--- src/rtl/game_status_pkg.sv ---
// Shared definitions for the game-state keeper, the message overlay and the HUD.
package game_status_pkg;

    // FSM encodings are fixed because the overlay and HUD decode them too.
    typedef enum logic [1:0] {
        S_IDLE = 2'd0,
        S_PLAY = 2'd1,
        S_WIN  = 2'd2,
        S_LOSS = 2'd3
    } state_e;

    localparam int DEF_TICK_DIV    = 25_000_000;
    localparam int DEF_START_COINS = 10;
    localparam int DEF_START_TIME  = 60;
    localparam int DEF_TIMER_W     = 7;
    localparam int COIN_W          = 4;

endpackage

--- src/rtl/game_status_tick_gen.sv ---
// Seconds prescaler: counts 0..DIV-1 while enabled and flags the wrap cycle.
module tick_gen #(
    parameter int DIV = 25_000_000
) (
    input  logic clk,
    input  logic rst,
    input  logic en,
    input  logic clr,
    output logic tick
);

    localparam int            CW   = (DIV > 1) ? $clog2(DIV) : 1;
    localparam logic [CW-1:0] LAST = CW'(DIV - 1);

    logic [CW-1:0] cnt_q;
    logic [CW-1:0] cnt_d;

    // Next count: clear wins over counting; hold when disabled.
    always_comb begin
        // NOTE: every combinational output gets a default first so no path leaves it unassigned (no latch).
        cnt_d = cnt_q;
        if (clr) begin
            cnt_d = '0;
        end else if (en) begin
            cnt_d = (cnt_q == LAST) ? '0 : cnt_q + CW'(1);
        end
    end

    // Prescaler register.
    always_ff @(posedge clk or negedge rst) begin
        // NOTE: sequential state uses non-blocking assignments so every flop samples pre-edge values.
        if (!rst) begin
            cnt_q <= '0;
        end else begin
            cnt_q <= cnt_d;
        end
    end

    // The wrap cycle is the second tick; a clear in the same cycle restarts the second instead.
    assign tick = en & ~clr & (cnt_q == LAST);

endmodule

--- src/rtl/game_status.sv ---
// Game-state keeper: play timer, coin counter and IDLE/PLAY/WIN/LOSS FSM feeding the overlay.
module game_status
    import game_status_pkg::*;
#(
    parameter int TICK_DIV    = DEF_TICK_DIV,
    parameter int START_COINS = DEF_START_COINS,
    parameter int START_TIME  = DEF_START_TIME,
    parameter int TIMER_W     = DEF_TIMER_W
) (
    input  logic               clk,
    input  logic               rst,
    input  logic               start,
    input  logic               coin_hit,
    output logic [COIN_W-1:0]  coins_left,
    output logic [TIMER_W-1:0] timer,
    output logic               sec_pulse,
    output logic               game_over,
    output logic               win
);

    localparam logic [COIN_W-1:0]  COINS_RELOAD = COIN_W'(START_COINS);
    localparam logic [TIMER_W-1:0] TIME_RELOAD  = TIMER_W'(START_TIME);

    state_e             state_q, state_d;
    logic               start_q, coin_q;
    logic [COIN_W-1:0]  coins_q, coins_d;
    logic [TIMER_W-1:0] timer_q, timer_d;
    logic               sec_q, sec_d;
    logic               over_q, over_d;
    logic               win_q, win_d;

    logic start_ev, coin_ev, reload, sec_tick;

    // Rising-edge events: current input against its registered copy.
    assign start_ev = start & ~start_q;
    assign coin_ev  = coin_hit & ~coin_q;
    // A start event restarts the game from any state except PLAY.
    assign reload   = start_ev & (state_q != S_PLAY);

    tick_gen #(
        .DIV (TICK_DIV)
    ) u_tick_gen (
        .clk  (clk),
        .rst  (rst),
        .en   (state_q == S_PLAY),
        .clr  (reload),
        .tick (sec_tick)
    );

    // Next-state, counter and registered-output logic.
    always_comb begin
        state_d = state_q;
        coins_d = coins_q;
        timer_d = timer_q;
        sec_d   = 1'b0;
        case (state_q)
            S_PLAY: begin
                if (coin_ev && coins_q != '0) begin
                    coins_d = coins_q - COIN_W'(1);
                end
                if (coin_ev && coins_q == COIN_W'(1)) begin
                    // Collecting the last coin wins outright; a coincident tick is dropped
                    // so the timer stays non-zero and the overlay shows the win message.
                    state_d = S_WIN;
                end else if (sec_tick && timer_q != '0) begin
                    timer_d = timer_q - TIMER_W'(1);
                    sec_d   = 1'b1;
                    if (timer_q == TIMER_W'(1)) begin
                        // Out of time with coins remaining: zero coins so the overlay draws.
                        state_d = S_LOSS;
                        coins_d = '0;
                    end
                end
            end
            default: begin
                if (reload) begin
                    state_d = S_PLAY;
                    coins_d = COINS_RELOAD;
                    timer_d = TIME_RELOAD;
                end
            end
        endcase
        over_d = (state_d == S_WIN) || (state_d == S_LOSS);
        win_d  = (state_d == S_WIN);
    end

    // State, counters, edge-detect flops and registered outputs.
    always_ff @(posedge clk or negedge rst) begin
        if (!rst) begin
            state_q <= S_IDLE;
            start_q <= 1'b0;
            coin_q  <= 1'b0;
            coins_q <= COINS_RELOAD;
            timer_q <= TIME_RELOAD;
            sec_q   <= 1'b0;
            over_q  <= 1'b0;
            win_q   <= 1'b0;
        end else begin
            state_q <= state_d;
            start_q <= start;
            coin_q  <= coin_hit;
            coins_q <= coins_d;
            timer_q <= timer_d;
            sec_q   <= sec_d;
            over_q  <= over_d;
            win_q   <= win_d;
        end
    end

    assign coins_left = coins_q;
    assign timer      = timer_q;
    assign sec_pulse  = sec_q;
    assign game_over  = over_q;
    assign win        = win_q;

endmodule

--- config.mk ---
export PLATFORM = sky130hd
export DESIGN_NAME = game_status
export DESIGN_NICKNAME = d
export VERILOG_FILES = /design/src/rtl/game_status_pkg.sv /design/src/rtl/game_status_tick_gen.sv /design/src/rtl/game_status.sv
export SDC_FILE = /design/constraint.sdc
export NUM_CORES = 1
export LEC_CHECK = 0
export CORE_UTILIZATION = 63
export DETAILED_ROUTE_END_ITERATION = 6
export GPL_ROUTABILITY_DRIVEN = 0
export HOLD_SLACK_MARGIN = 0.15
export PLACE_DENSITY_LB_ADDON = 0.2
export SLEW_MARGIN = 10
export SYNTH_ARGS = -nofsm -noshare
export SYNTH_HDL_FRONTEND = slang
export SYNTH_SLANG_ARGS = --single-unit
--- constraint.sdc ---
create_clock -name clk -period 7.3 [get_ports clk]
set_clock_uncertainty 0.2 [all_clocks]
set_input_delay 0.73 -clock clk [delete_from_list [all_inputs] [get_ports clk]]
set_output_delay 0.73 -clock clk [all_outputs]
set_load 0.02 [all_outputs]
Word level (Yosys, flattened, before mapping)
Index checks and enable logic that the tools add are counted.
{ "word_totals": {"out_inout_bits": 14, "wordCells": 58, "ff_bits": 43, "ram_bits": 0, "in_bits": 4, "n_memories": 0, "latchBits": 0, "romBits": 0} }
{ "op_classes": {"eq_ne": 9, "n_bitwise": 8, "reduce_logical": 8, "mux": 21, "n_shift": 0, "addsub": 3, "magnitude_cmp": 0, "n_div": 0, "mul": 0} }
{ "ops": {"columns": ["operator", "n"], "rows": [
  ["$mux W25", 3],
  ["$mux W7", 4],
  ["$add A25 B1 Y25 const B", 1],
  ["$eq A25 B25 Y1 const B", 1],
  ["$mux W4", 6],
  ["$mux W2", 5],
  ["$eq A7 B1 Y1 const B", 1],
  ["$reduce_bool A7 Y1", 1],
  ["$sub A7 B1 Y7 const B", 1],
  ["$and A1 B1 Y1", 5],
  ["$eq A2 B2 Y1 const B", 2],
  ["$eq A4 B1 Y1 const B", 1],
  ["$ne A2 B2 Y1 const B", 2],
  ["$reduce_bool A4 Y1", 1],
  ["$sub A4 B1 Y4 const B", 1],
  ["$logic_and A1 B1 Y1", 3],
  ["$mux W1", 3],
  ["$not A1 Y1", 3],
  ["$reduce_and A3 Y1", 1],
  ["$eq A2 B1 Y1 const B", 1],
  ["$ne A2 B1 Y1 const B", 1],
  ["$reduce_bool A2 Y1", 1],
  ["$logic_or A1 B1 Y1", 1]
]} }

Logic depth before layout (Yosys ltp)
Gate-level depths: netlist (run 1).
{ "depth": {"ltp_word": 12, "ltp_mapped": 7, "ltp_nobuf": 7} }

Hierarchy
A second synthesis (run 1) with hierarchy kept.
{ "hier_totals": {"hier_cells": 262, "area_unflattened_um2": 2454.9} }
{ "modules_own_cells": {"columns": ["mod", "seq_area_each_um2", "area_per_inst_um2", "cells_each", "instances"], "rows": [
  ["tick_gen", 625.6, 1463.9, 163, 1],
  ["game_status", 457.9, 991.0, 99, 1]
]} }

Least setup slack after synthesis (run 1)
OpenSTA, ideal clock, no wires.
{ "synth_path": {"path_kind": "flip-flop to flip-flop", "from": "reg u_tick_gen.cnt_q[0]", "to": "reg u_tick_gen.cnt_q[22]", "required_ps": 7031, "synth_period_minus_slack_ps": 2473, "arrival_ps": 2204, "setup_time_ps": 69, "setup_slack_ps": 4827, "stages_incl_launch_ff": 8, "n_path_buf": 1, "cell_sequence": "dfrtp_1 > ha_1 > nand3_2 > or4_1 > buf_2 > or3_4 > or4_1 > nand3_1"} }
{ "synth_between": {"elab_chain_cells": 4, "word_cells_on_any_way": 5, "classes_between": "1 x add/sub; 1 x eq/ne; 3 x mux"} }
{ "synth_lines": {"columns": ["item", "line", "rtl"], "rows": [
  ["start, declared", "game_status_tick_gen.sv:15", "logic [CW-1:0] cnt_q;"],
  ["start signal, assigned", "game_status_tick_gen.sv:35", "cnt_q <= cnt_d;"],
  ["$add A25 B1 Y25 / $eq A25 B25 Y1 (equally long branches)", "game_status_tick_gen.sv:25", "cnt_d = (cnt_q == LAST) ? '0 : cnt_q + CW'(1);"],
  ["$mux W25 (*)", "game_status_tick_gen.sv:25", null],
  ["$mux W25 (*)", "game_status_tick_gen.sv:24", "end else if (en) begin"],
  ["$mux W25 (*)", "game_status_tick_gen.sv:22", "if (clr) begin"]
]} }
Every way passes the cells marked *; elsewhere a longest branch is shown, timed or not. The select of a mux whose other input is x is not followed.
A chain may end at the register's enable or synchronous reset.

Worst setup path after layout (run 1)
Same ends and word-level chain as after synthesis.

==> flow_metrics.env, run 1 <==
export IMPL_outcome="finished clean"
export IMPL_detailedRoute_firstPassIterationCount=5
export IMPL_min_delay_path_class="flip-flop to flip-flop"
export IMPL_drc_errors=0
export IMPL_cts_num_sinks=43
export IMPL_powerDensity_mw_per_mm2=320
export IMPL_core_area_mm2=0.00374
export IMPL_wl_per_cell_um=16.2
export IMPL_wirelength_mm=5.48
export IMPL_power_ir_vdd_worst_mv=0.235
export IMPL_fin_setup_tns_ns=0
export IMPL_fmax_mhz=362
export IMPL_ios=18
export IMPL_syn_cell_area_mm2=0.00250
export IMPL_worst_path_most_repeated_cell="sky130_fd_sc_hd__or4_1"
export IMPL_cp_required_ns=7.34
export IMPL_cts_repair_resized=0
export IMPL_final_max_slew_viols=0
export IMPL_power_sequential_fraction=0.487
export IMPL_synthesis_area_per_instance_um2=9.09
export IMPL_type_of_the_worst_setup_path="flip-flop to flip-flop"
export IMPL_post_synth_most_frequent_cells="37 x sky130_fd_sc_hd__dfrtp_1, 27 x sky130_fd_sc_hd__a21oi_1, 26 x sky130_fd_sc_hd__nand2_1"
export IMPL_post_synth_top_area_fraction=0.371
export IMPL_cp_start_kind="flip-flop"
export IMPL_nets=300
export IMPL_root_buffer="sky130_fd_sc_hd__clkbuf_8"
export IMPL_grt_start_max_net_pins=44
export IMPL_antenna_cells_inserted=0
export IMPL_sequential_cell_area_fraction_in_the_yosys_report=0.434
export IMPL_synthesis_instances=275
export IMPL_die_outline_area_mm2=0.00422
export IMPL_count_of_flip_flops_with_a_built_in_enable_after_synthesis=0
export IMPL_timing_critical_path_max_delay_family="simple AND/OR/NAND/NOR gates"
export IMPL_drive_gt1_frac=0.0862
export IMPL_final_min_clock_period_ns=2.77
export IMPL_yosys_top_cells_area="sky130_fd_sc_hd__dfrtp_1 37%, sky130_fd_sc_hd__dfstp_2 6.3%, sky130_fd_sc_hd__a21oi_1 5.4%"
export IMPL_tritoncts_clock_tree="built"
export IMPL_via_per_inst=6.49
export IMPL_grt_setup_unrepaired="false"
export IMPL_tightest_slew_ns=0.954
export IMPL_worstSkewPairLatency_ns=0.30
export IMPL_grt_total_usage=0.295
export IMPL_internal_power_w=0.000532
export IMPL_clock_path_buffers=2
export IMPL_crit_path_cell_trace="ha_1, nand3_2, or4_1, or3_4, or4_1, nand3_1"
export IMPL_dp_hpwl_mm=3.81
export IMPL_dp_cells=330
export IMPL_via_count=2194
export IMPL_finalHoldViolations=0
export IMPL_first_pass_grt_wire_length_mm=9.48
export IMPL_die_h_um=65.0
export IMPL_finish_cell_count_without_fillers=338
export IMPL_number_of_global_route_vias_before_repair=2075
export IMPL_worstSetupEndpointType="flip-flop"
export IMPL_postSynth_topFlopCell="sky130_fd_sc_hd__dfrtp_1"
export IMPL_cts_htree_levels=2
export IMPL_cts_setup_buffers=0
export IMPL_cp_slowest_cell="sky130_fd_sc_hd__or4_1"
export IMPL_cap_viol_max_count=0
export IMPL_p_clk_frac=0.188
export IMPL_critPathArrivalTime_ns=2.80
export IMPL_p_switching_w=0.000348
export IMPL_timing_slew_headroom=0.364
export IMPL_die_w_um=65.0
export IMPL_global_route_overflow_total=0
export IMPL_finalCritPeriodShare=0.379
export IMPL_setup_violations_final=0
export IMPL_power_switching_share=0.396
export IMPL_area_delta_synth_final_pct=9.97
export IMPL_yosys_warns=0
export IMPL_antenna_violations_before_repair=0
export IMPL_async_reset_ff_frac=1.00
export IMPL_yosys_cell_count_top_type="sky130_fd_sc_hd__dfrtp_1"
export IMPL_cp_num_buf_inv=0
export IMPL_maximum_fanout_encountered_on_the_critical_timing_path=8
export IMPL_antenna_violating_nets_post_route=0
export IMPL_largest_area_contributor_in_the_netlist="sky130_fd_sc_hd__dfrtp_1"
export IMPL_port_buffers=17
export IMPL_slowest_delay_ns=0.64
export IMPL_detail_route_iter0_violations=303
export IMPL_ys_seq_elements=43
export IMPL_number_of_standard_cell_rows_in_the_floorplan=22
export IMPL_syn_num_nets=286
export IMPL_comb_power_share=0.325
export IMPL_yosys_cell_types_count=54
export IMPL_holdBufCountCts=0
export IMPL_cts_made_buffers=5
export IMPL_power_leakage_nw=1.10
export IMPL_start_util=0.667
export IMPL_cts_reportedPaths_clkPinSlew_ns=0.08
==> state kept, by name (all words and copies together), names as in the netlist <==
signal	flops
state_q	2
win	1
timer	7
start_q	1
coin_q	1
coins_left	4
sec_pulse	1
u_tick_gen.cnt_q	25
game_over	1
==> power by group through the flow <==
stage	logic [W]	clock network [W]	registers (W)
3_3_place_gp	0.000275	0	0.000427
5_1_grt	0.000324	0.000179	0.000441
3_5_place_dp	0.000285	0	0.000429
4_1_cts	0.000286	0.000168	0.000426
2_1_floorplan	0.000211	0	0.000416
6_report	0.000286	0.000166	0.000428
==> final timing paths <==
check                                                 startpoint                               end  slack, ns  depth (start not counted)
worst max-delay path             u_tick_gen.cnt_q[0]$_DFFE_PN0P_  u_tick_gen.cnt_q[22]$_DFFE_PN0P_       4.53                          6
worst min-delay path            u_tick_gen.cnt_q[24]$_DFFE_PN0P_  u_tick_gen.cnt_q[24]$_DFFE_PN0P_       0.28                          1
worst max register to register   u_tick_gen.cnt_q[0]$_DFFE_PN0P_  u_tick_gen.cnt_q[22]$_DFFE_PN0P_       4.53                          6
worst min register to register  u_tick_gen.cnt_q[24]$_DFFE_PN0P_  u_tick_gen.cnt_q[24]$_DFFE_PN0P_       0.28                          1
max in group asynchronous                                    rst         coins_left[0]$_DFFE_PN0P_       5.93                          1
min in group asynchronous                                    rst               game_over$_DFF_PN0_       0.37                          1
==> cell type report <==
cell class | instances | area [um2]
inverters | 11 | 41.3
well taps | 48 | 60.1
clock buffers | 8 | 100
repair buffers | 18 | 173
fillers | 284 | 996
flip-flops and latches | 43 | 1080
multi-input cells | 210 | 1290
==> metrics by stage <==
stage | cell area [um2] | total power [W] | util | setup slack (ns) | hold WS, ns
final | 2750 | 0.000880 | 0.734 | 4.53 | 0.283
after global routing | 2750 | 0.000944 | 0.734 | 4.39 | 0.326
after CTS | 2750 | 0.000880 | 0.734 | 4.55 | 0.280
after detailed placement | 2650 | 0.000714 | 0.707 | 4.51 | 0.269
after global placement | 2650 | 0.000702 | 0.707 | 4.59 | 0.266
after floorplan | 2500 | 0.000626 | - | 4.83 | 0.234
==> routing by layer <==
layer,vias up,part of all wire,GRT usage
li1,1063,-,-
met1,1040,0.45,0.392
met2,79,0.49,0.464
met3,12,0.047,0.0528
met4,0,0.020,0.142
met5,-,0,0
==> kinds of logic (layout without fill, tap and decap cells) <==
logic type / Yosys count / count (layout) / share of synthesized area
muxes: 2 / 2 / 0.00801
DFF: 43 / 43 / 0.434
adders and majority gates: 7 / 7 / 0.0351
AOI/OAI and AO/OA: 82 / 82 / 0.198
and+or+nand+nor: 119 / 119 / 0.273
buffers and inverters: 22 / 37 / 0.0516
==> cells in the final DEF, fill, tap and decap left out, types with 3 or more instances in the layout <==
| cell | synthesis | routed |
|---|---|---|
| sky130_fd_sc_hd__or4_1 | 3 | 3 |
| sky130_fd_sc_hd__nor3_1 | 7 | 7 |
| sky130_fd_sc_hd__nor2_1 | 13 | 13 |
| sky130_fd_sc_hd__nor2b_1 | 3 | 3 |
| sky130_fd_sc_hd__dfstp_2 | 6 | 6 |
| sky130_fd_sc_hd__o21ai_0 | 17 | 17 |
| sky130_fd_sc_hd__nor4_1 | 8 | 8 |
| sky130_fd_sc_hd__clkbuf_8 | 3 | 7 |
| sky130_fd_sc_hd__a41oi_1 | 4 | 4 |
| sky130_fd_sc_hd__and3_1 | 3 | 3 |
| sky130_fd_sc_hd__nor3b_1 | 3 | 3 |
| sky130_fd_sc_hd__nand3_1 | 16 | 16 |
| sky130_fd_sc_hd__ha_1 | 7 | 7 |
| sky130_fd_sc_hd__and2_1 | 3 | 3 |
| sky130_fd_sc_hd__and4_1 | 4 | 4 |
| sky130_fd_sc_hd__or3_1 | 4 | 4 |
| sky130_fd_sc_hd__clkdlybuf4s50_1 | 0 | 16 |
| sky130_fd_sc_hd__nand2b_1 | 6 | 6 |
| sky130_fd_sc_hd__nand2_1 | 26 | 26 |
| sky130_fd_sc_hd__a31oi_1 | 16 | 16 |
| sky130_fd_sc_hd__a21oi_1 | 27 | 26 |
| sky130_fd_sc_hd__nand4_1 | 6 | 6 |
| sky130_fd_sc_hd__dfrtp_1 | 37 | 37 |
| sky130_fd_sc_hd__inv_1 | 11 | 11 |
(Power assumes the default switching activity.)
==> inputs of run 2 (changes only) <==
--- a/config.mk
+++ b/config.mk
@@ -5,7 +5,7 @@
 export SDC_FILE = /design/constraint.sdc
 export NUM_CORES = 1
 export LEC_CHECK = 0
-export CORE_UTILIZATION = 63
+export CORE_UTILIZATION = 58
 export DETAILED_ROUTE_END_ITERATION = 6
 export GPL_ROUTABILITY_DRIVEN = 0
 export HOLD_SLACK_MARGIN = 0.15
==> constraint.sdc (replaced) <==
create_clock -name clk -period 2.6 [get_ports clk]
set_clock_uncertainty 0.2 [all_clocks]
set_input_delay 0.26 -clock clk [delete_from_list [all_inputs] [get_ports clk]]
set_output_delay 0.26 -clock clk [all_outputs]
set_load 0.02 [all_outputs]
==> run 2 against run 1 <==
Compared with the run above: fmax up 17%; die area rose by 8.4%; routed wire length up 0.29%; combinational power grew to 3.0 times the previous value; clock power rose to 2.8 times the previous value; critical path depth unchanged; hold slack worse by 0.032 ns; power increased to 2.9 times the previous value; sequential power grew to 2.8 times the previous value; setup slack got worse by 4.3 ns.
==> flow_metrics.env, run 2 (synthesis gave the netlist of run 1 again) <==
export IMPL_cap_viol_max_count=0
export IMPL_antenna_violations_before_repair=0
export IMPL_dp_hpwl_mm=3.77
export IMPL_cts_made_buffers=5
export IMPL_cts_reportedPaths_clkPinSlew_ns=0.08
export IMPL_cts_num_sinks=43
export IMPL_number_of_flip_flops_under_the_largest_register_name=25
export IMPL_fmax_mhz=422
export IMPL_power_ir_vdd_worst_mv=0.665
export IMPL_layout_cells_most_common="sky130_fd_sc_hd__dfrtp_1"
export IMPL_wl_per_cell_um=15.6
export IMPL_grt_total_usage=0.271
export IMPL_number_of_global_route_vias_before_repair=2042
export IMPL_number_of_standard_cell_rows_in_the_floorplan=23
export IMPL_antenna_cells_inserted=0
export IMPL_cp_start_kind="flip-flop"
export IMPL_detail_route_iter0_violations=188
export IMPL_highest_count_cells_in_the_layout_ignoring_fill_and_taps="37 x sky130_fd_sc_hd__dfrtp_1, 26 x sky130_fd_sc_hd__a21oi_1, 26 x sky130_fd_sc_hd__nand2_1, 17 x sky130_fd_sc_hd__o21ai_0"
export IMPL_root_buffer="sky130_fd_sc_hd__clkbuf_8"
export IMPL_layout_area_seq_mm2=0.00108
export IMPL_grt_start_max_net_pins=41
export IMPL_finalCritPeriodShare=0.911
export IMPL_tightest_slew_ns=0.922
export IMPL_start_util=0.616
export IMPL_cp_required_ns=2.64
export IMPL_ios=18
export IMPL_port_buffers=17
export IMPL_via_per_inst=6.20
export IMPL_global_route_overflow_total=0
export IMPL_drc_errors=0
export IMPL_powerDensity_mw_per_mm2=880
export IMPL_clock_path_buffers=2
export IMPL_power_leakage_nw=1.17
export IMPL_via_count=2188
export IMPL_core_area_mm2=0.00406
export IMPL_registers_top_by_ff_count="u_tick_gen.cnt_q"
export IMPL_final_max_slew_viols=0
export IMPL_die_h_um=67.6
export IMPL_placedInstanceArea_mm2=0.00275
export IMPL_area_delta_synth_final_pct=14.6
export IMPL_cts_repair_resized=0
export IMPL_cts_htree_levels=2
export IMPL_first_pass_grt_wire_length_mm=9.25
export IMPL_grt_setup_unrepaired="false"
export IMPL_antenna_violating_nets_post_route=0
export IMPL_design_area_mm2=0.00286
export IMPL_die_w_um=67.6
export IMPL_timing_reg2reg_worst_path_depth=6
export IMPL_min_delay_path_class="input port to flip-flop"
export IMPL_finalHoldViolations=0
export IMPL_drive_gt1_frac=0.122
export IMPL_fin_setup_tns_ns=0
export IMPL_holdPathStages=1
export IMPL_maximum_fanout_encountered_on_the_critical_timing_path=5
export IMPL_total_power_w=0.00252
export IMPL_setup_violations_final=0
export IMPL_nets=313
export IMPL_final_min_clock_period_ns=2.37
export IMPL_multiInputGateArea_mm2=0.00129
export IMPL_worstSetupEndpointType="flip-flop"
export IMPL_total_of_fill_cells_in_the_finished_design=323
export IMPL_outcome="finished clean"
export IMPL_critPathArrivalTime_ns=2.41
export IMPL_type_of_the_worst_setup_path="flip-flop to flip-flop"
export IMPL_tritoncts_clock_tree="built"
export IMPL_worstSkewPairLatency_ns=0.30
export IMPL_wirelength_mm=5.49
export IMPL_timing_slew_headroom=0.383
export IMPL_detailedRoute_firstPassIterationCount=4
export IMPL_die_outline_area_mm2=0.00457
## run 2: cell types whose count changed in the layout (fill, tap and decap cells not counted), sizes merged
cell	previous run	this run
buf	2	14
dlygate4sd3	0	1
## run 2: what timing repair did
item,CTS,global route
endpoints found under the hold margin,37,0
setup endpoints to repair,0,0
setup buffers,0,0
hold buffers,1,0
## run 2: critical path, cell delays in order, from the launching register on
cell,delay (ns)
sky130_fd_sc_hd__dfrtp_1,0.36
sky130_fd_sc_hd__ha_1,0.23
sky130_fd_sc_hd__nand3_2,0.14
sky130_fd_sc_hd__or4_1,0.51
sky130_fd_sc_hd__or3_4,0.39
sky130_fd_sc_hd__or4_1,0.39
sky130_fd_sc_hd__nand3_1,0.09
## run 2: per-stage QoR
| stage | setup WS, ns | utilization | hold WS (ns) | std cells |
|---|---|---|---|---|
| floorplan | 0.127 | - | -0.236 | 275 |
| global placement | 0.276 | 0.678 | 0.227 | 344 |
| detailed placement | 0.230 | 0.678 | 0.234 | 344 |
| CTS | 0.234 | 0.706 | 0.251 | 353 |
| global route | 0.0915 | 0.706 | 0.253 | 353 |
| finish | 0.232 | 0.706 | 0.251 | 353 |
## run 2: cell type report
type | count | area share
clock buffers | 8 | 0.0350
inverters | 11 | 0.0144
multi-input cells | 210 | 0.451
flip-flops and latches | 43 | 0.378
well taps | 50 | 0.0219
repair buffers | 31 | 0.0997
## run 2: routing by layer
metal | wire (um) | GRT usage | vias to the layer above
li1 | - | - | 1089
met1 | 2460 | 0.335 | 1029
met2 | 2680 | 0.458 | 60
met3 | 274 | 0.0524 | 10
met4 | 79 | 0.114 | 0
met5 | 0 | 0 | -
## run 2: path summary, 6_finish.rpt
path	startpoint	end	slack, ns
hold reg to reg	u_tick_gen.cnt_q[24]$_DFFE_PN0P_	u_tick_gen.cnt_q[24]$_DFFE_PN0P_	0.30
min in group asynchronous	rst	coin_q$_DFF_PN0_	0.42
max in group asynchronous	rst	timer[4]$_DFFE_PN1P_	1.09
setup reg to reg	u_tick_gen.cnt_q[0]$_DFFE_PN0P_	u_tick_gen.cnt_q[22]$_DFFE_PN0P_	0.23
setup / recovery	u_tick_gen.cnt_q[0]$_DFFE_PN0P_	u_tick_gen.cnt_q[22]$_DFFE_PN0P_	0.23
hold / removal	coin_hit	coin_q$_DFF_PN0_	0.25
## run 2: report_power, final
part	internal, W	switching, W
registers	0.000897	0.000280
clock network	0.000243	0.000229
logic	0.000397	0.000473
total	0.00154	0.000982
